--- config.mk ---
export PLATFORM = sky130hd
export DESIGN_NAME = gcm_ctr_scheduler
export DESIGN_NICKNAME = d
export VERILOG_FILES = /design/src/rtl/gcm_ctr_scheduler.sv
export SDC_FILE = /design/constraint.sdc
export NUM_CORES = 1
export LEC_CHECK = 0
export CORE_AREA = 8 8 345 347
export DETAILED_ROUTE_END_ITERATION = 12
export DIE_AREA = 0 0 353 355
export SLEW_MARGIN = 20
export SYNTH_ARGS = -nofsm -noshare
export SYNTH_HDL_FRONTEND = slang
export SYNTH_SLANG_ARGS = --single-unit
--- constraint.sdc ---
create_clock -name clk -period 3.3 [get_ports clk]
set_clock_uncertainty 0.2 [all_clocks]
set_input_delay 0.66 -clock clk [delete_from_list [all_inputs] [get_ports clk]]
set_output_delay 0.66 -clock clk [all_outputs]
set_load 0.1 [all_outputs]
--- src/rtl/gcm_ctr_scheduler.sv ---
// gcm_ctr_scheduler
// Sequences one AES core through a single AES-GCM encryption job. It requests
// H = E(K,0), then E(K,J0), then one counter-mode keystream block per
// plaintext block. Each keystream block is XORed with the plaintext and
// streamed out. Only one ciphertext block is ever in flight.
module gcm_ctr_scheduler #(
  parameter int BLK_CNT_W = 16
) (
  input  logic                 clk,
  input  logic                 rst_n,
  input  logic                 i_start,
  input  logic [95:0]          i_iv,
  input  logic [BLK_CNT_W-1:0] i_num_blks,
  output logic                 o_busy,
  output logic                 o_done,
  output logic                 o_aes_en,
  output logic [127:0]         o_aes_block,
  input  logic                 i_aes_ready,
  input  logic                 i_aes_valid,
  input  logic [127:0]         i_aes_block,
  input  logic                 i_pt_valid,
  output logic                 o_pt_ready,
  input  logic [127:0]         i_pt_data,
  output logic                 o_ct_valid,
  input  logic                 i_ct_ready,
  output logic [127:0]         o_ct_data,
  output logic [127:0]         o_h,
  output logic                 o_h_valid,
  output logic [127:0]         o_ekj0,
  output logic                 o_ekj0_valid
);

  localparam logic [3:0] S_IDLE     = 4'd0;
  localparam logic [3:0] S_H_REQ    = 4'd1;
  localparam logic [3:0] S_H_WAIT   = 4'd2;
  localparam logic [3:0] S_J0_REQ   = 4'd3;
  localparam logic [3:0] S_J0_WAIT  = 4'd4;
  localparam logic [3:0] S_CTR_REQ  = 4'd5;
  localparam logic [3:0] S_CTR_WAIT = 4'd6;
  localparam logic [3:0] S_XOR      = 4'd7;
  localparam logic [3:0] S_OUT      = 4'd8;
  localparam logic [3:0] S_DONE     = 4'd9;

  logic [3:0]           state;
  logic [95:0]          iv;
  logic [BLK_CNT_W-1:0] num_blks;
  logic [BLK_CNT_W-1:0] blk_cnt;
  logic [31:0]          ctr_lo;
  logic [127:0]         ks;

  // GCM inc32: only the low word counts, and it wraps modulo 2^32.
  function automatic logic [31:0] inc32(input logic [31:0] v);
    return v + 32'd1;
  endfunction

  // Control strobes are plain decodes of the current state.
  assign o_busy     = (state != S_IDLE);
  assign o_done     = (state == S_DONE);
  assign o_pt_ready = (state == S_XOR);
  assign o_aes_en   = i_aes_ready &&
                      ((state == S_H_REQ) || (state == S_J0_REQ) || (state == S_CTR_REQ));

  // AES input block: driven in each request state and held through its wait state.
  always_comb begin
    o_aes_block = 128'd0;
    case (state)
      S_H_REQ, S_H_WAIT:     o_aes_block = 128'd0;
      S_J0_REQ, S_J0_WAIT:   o_aes_block = {iv, 32'h0000_0001};
      S_CTR_REQ, S_CTR_WAIT: o_aes_block = {iv, ctr_lo};
      default:               o_aes_block = 128'd0;
    endcase
  end

  // Job FSM together with its latched job parameters and registered data outputs.
  always_ff @(posedge clk or negedge rst_n) begin
    if (!rst_n) begin
      state        <= S_IDLE;
      iv           <= 96'd0;
      num_blks     <= {BLK_CNT_W{1'b0}};
      blk_cnt      <= {BLK_CNT_W{1'b0}};
      ctr_lo       <= 32'd0;
      ks           <= 128'd0;
      o_h          <= 128'd0;
      o_h_valid    <= 1'b0;
      o_ekj0       <= 128'd0;
      o_ekj0_valid <= 1'b0;
      o_ct_data    <= 128'd0;
      o_ct_valid   <= 1'b0;
    end else begin
      case (state)
        S_IDLE: begin
          if (i_start) begin
            iv           <= i_iv;
            num_blks     <= i_num_blks;
            ctr_lo       <= 32'h0000_0002;
            blk_cnt      <= {BLK_CNT_W{1'b0}};
            o_h_valid    <= 1'b0;
            o_ekj0_valid <= 1'b0;
            state        <= S_H_REQ;
          end
        end
        S_H_REQ: begin
          if (i_aes_ready) state <= S_H_WAIT;
        end
        S_H_WAIT: begin
          if (i_aes_valid) begin
            o_h       <= i_aes_block;
            o_h_valid <= 1'b1;
            state     <= S_J0_REQ;
          end
        end
        S_J0_REQ: begin
          if (i_aes_ready) state <= S_J0_WAIT;
        end
        S_J0_WAIT: begin
          if (i_aes_valid) begin
            o_ekj0       <= i_aes_block;
            o_ekj0_valid <= 1'b1;
            // An empty message needs no keystream at all.
            if (num_blks != {BLK_CNT_W{1'b0}}) state <= S_CTR_REQ;
            else                               state <= S_DONE;
          end
        end
        S_CTR_REQ: begin
          if (i_aes_ready) state <= S_CTR_WAIT;
        end
        S_CTR_WAIT: begin
          if (i_aes_valid) begin
            ks    <= i_aes_block;
            state <= S_XOR;
          end
        end
        S_XOR: begin
          if (i_pt_valid) begin
            o_ct_data  <= i_pt_data ^ ks;
            o_ct_valid <= 1'b1;
            blk_cnt    <= blk_cnt + BLK_CNT_W'(1);
            state      <= S_OUT;
          end
        end
        S_OUT: begin
          // The next keystream is requested only after this block drains.
          if (i_ct_ready) begin
            o_ct_valid <= 1'b0;
            if (blk_cnt == num_blks) begin
              state <= S_DONE;
            end else begin
              ctr_lo <= inc32(ctr_lo);
              state  <= S_CTR_REQ;
            end
          end
        end
        S_DONE: begin
          state <= S_IDLE;
        end
        default: begin
          state <= S_IDLE;
        end
      endcase
    end
  end

endmodule

==> results.sh <==
export IMPL_crit_arrival_ns=2.36
export IMPL_stdcell_count=4905
export IMPL_drt_vias_per_instance=4.42
export IMPL_outcome="complete, no violations"
export IMPL_maxSlewViolCount=0
export IMPL_worstReg2RegStart="state[1]$_DFFE_PN0P_"
export IMPL_min_from="iv[4]$_DFFE_PN0P_"
export IMPL_required_ns=2.44
export IMPL_firstDrtPassIters=7
export IMPL_wl_per_cell_um=22.1
export IMPL_syn_inst=2371
export IMPL_gr_total_overflow=0
export IMPL_max_freq_ghz=0.311
export IMPL_dieArea_mm2=0.125
export IMPL_ios=894
export IMPL_hold_viol_final=0
export IMPL_placed_cells=4740
export IMPL_num_nets_final=3694
export IMPL_post_route_drc_count=0
export IMPL_startpoint="state[2]$_DFFE_PN0P_"
export IMPL_slowest_delay_ns=0.51
export IMPL_clock_latency_ns=0.64
export IMPL_cts_path_max_buffers=3
export IMPL_final_cell_mix="dfrtp_1 (678), nand2_1 (496), buf_4 (459)"
export IMPL_grt_setup_unrepaired="true"
export IMPL_start_util_pct=24.8
export IMPL_path_cells="buf_6, nand2b_4, nor3_1, buf_4, buf_12"
export IMPL_fill_cells=11100
export IMPL_layout_commonest_cell="dfrtp_1"
export IMPL_drt_iter0_markers=1167
export IMPL_core_area_mm2=0.114
export IMPL_cts_tree="yes"
export IMPL_seq_area_frac_synth_pct=60.2
export IMPL_tightest_slew_ns=0.834
export IMPL_ys_flop_type="dfrtp_1"
export IMPL_max_slew_margin_pct=44.4
export IMPL_setup_viol=0
export IMPL_ys_seq_elements=679
export IMPL_ant_nets=0
export IMPL_area_delta_synth_final_pct=52.1
export IMPL_fin_crit_ns=3.22
export IMPL_hold_worst_slack_ns=0.264
export IMPL_yosysWarnings=0
export IMPL_first_global_vias=22700
export IMPL_drv_cap=0
export IMPL_synth_area_per_cell_um2=11.9
export IMPL_ys_types=66
export IMPL_antenna_found_initial=18
export IMPL_dpl_hpwl_mm=83.6
export IMPL_slowest_stage="nor3_1"
export IMPL_cts_sinks=679
export IMPL_grt_usage_pct=16.6
export IMPL_die_w_um=353
export IMPL_grt_max_degree=119
export IMPL_grt_pass1_wl_mm=158
export IMPL_critPathMaxFanout=18
export IMPL_gp_congestion=0.827
export IMPL_min_path_type="flop to flop"
export IMPL_async_reset_ff_share_pct=100
export IMPL_die_h_um=355
export IMPL_critPathKind="flop to output pin"
export IMPL_routed_via_count=21700
export IMPL_drive_gt1_share_pct=35.0
export IMPL_syn_nets=2748
export IMPL_core_rowCount=124
export IMPL_numCtsBuffers=81
export IMPL_synth_enable_flop_cells=0
export IMPL_io_buffers=893
export IMPL_syn_area_mm2=0.0282
export IMPL_ctsRootBufferMaster="clkbuf_16"
export IMPL_start_kind="flop"
export IMPL_fin_crit_sh_pct=97.5
export IMPL_endpoint_kind="output pin"
export IMPL_clk_pin_slew_ns=0.06
export IMPL_routed_wl_mm=108
export IMPL_htreeDepth=3
state kept, by name, indices dropped and copies added, names as in the netlist:
signal	count
blk_cnt	16
ctr_lo	32
iv	96
ks	128
num_blks	16
o_ct_data	128
o_ct_valid	1
o_ekj0	128
o_ekj0_valid	1
o_h	128
o_h_valid	1
state	4
critical path, delay by kind of cell (launching register included):
kind	cells	cell delay [ns]
AND/OR/NAND/NOR	2	0.67
buffers and inverters	3	0.62
flip-flops	1	0.42
layout make-up:
type / count / area, um2 / share of cell area [%]
inverter: 11 / 41.3 / 0.0962
tap: 1512 / 1890 / 4.41
sequential: 679 / 17000 / 39.6
antenna: 12 / 30.0 / 0.0700
multi-input combinational: 1550 / 10700 / 25.0
timing repair buffer: 994 / 10400 / 24.3
clock buffer: 112 / 2350 / 5.49
clock inverter: 35 / 442 / 1.03
through the flow:
stage | setup TNS, ns | setup WS, ns | cell area [um2] | utilization [%]
floorplan | -3.73 | -0.478 | 28200 | -
global placement | 0 | 0.0969 | 39900 | 35.1
detailed placement | 0 | 0.120 | 39900 | 35.1
CTS | 0 | 0.0273 | 42800 | 37.7
global route | -0.330 | -0.0192 | 42900 | 37.8
finish | 0 | 0.0837 | 42900 | 37.8
routing by layer:
layer  share of wire, %  track usage (%)
met5              0.071                0
met4                4.3             6.81
met3                8.8             6.31
met2                 48             28.1
met1                 38             18.8
cells in the mapped netlist, drive strengths merged (8+ instances only):
cell / number / share of area (%)
inv: 11 / 0.15
or3: 8 / 0.20
a21oi: 21 / 0.40
nor4: 18 / 0.45
buf: 60 / 1.1
and2: 123 / 2.7
xnor2: 130 / 4.0
clkbuf: 71 / 0.96
nand3: 25 / 0.46
o21ai: 172 / 3.1
and3: 10 / 0.22
nand4: 17 / 0.40
nor2: 28 / 0.43
dfrtp: 679 / 60
mux2: 384 / 15
xor2: 20 / 0.62
nor3: 25 / 0.46
nand2: 497 / 6.6
kinds of logic (layout without fill, tap and decap cells):
family                   count (synthesis)  after routing  synth area share, %
other                                    0             12                    0
XOR/XNOR                               150            150                 4.66
multiplexers                           389            389                 15.5
flip-flops                             679            679                 60.2
AND/OR/NAND/NOR                        770            770                 12.5
buffers and inverters                  142           1152                 2.23
adder cells (fa/ha/maj)                  3              3                0.124
AO/OA/AOI/OAI                          238            238                 4.76
timing repair:
action	CTS	global route
pin swaps	1	0
hold buffers	1	0
gates resized for setup	9	17
endpoints found under the setup margin	128	90
cloned	2	0
setup buffers	3	0
endpoints found under the hold margin	50	0
worst paths after layout:
kind	slack, ns	end	depth (start not counted)
max	0.08	o_aes_block[4]	5
min	0.26	iv[4]$_DFFE_PN0P_	2
max reg2reg	0.37	ctr_lo[26]$_DFFE_PN0P_	7
min reg2reg	0.26	iv[4]$_DFFE_PN0P_	2
max in group asynchronous	1.49	o_ct_data[9]$_DFFE_PN0P_	4
min in group asynchronous	0.45	iv[60]$_DFFE_PN0P_	2
Power is not shown: default switching activity piles up to over one toggle a cycle in this logic, so the estimate is an artifact.
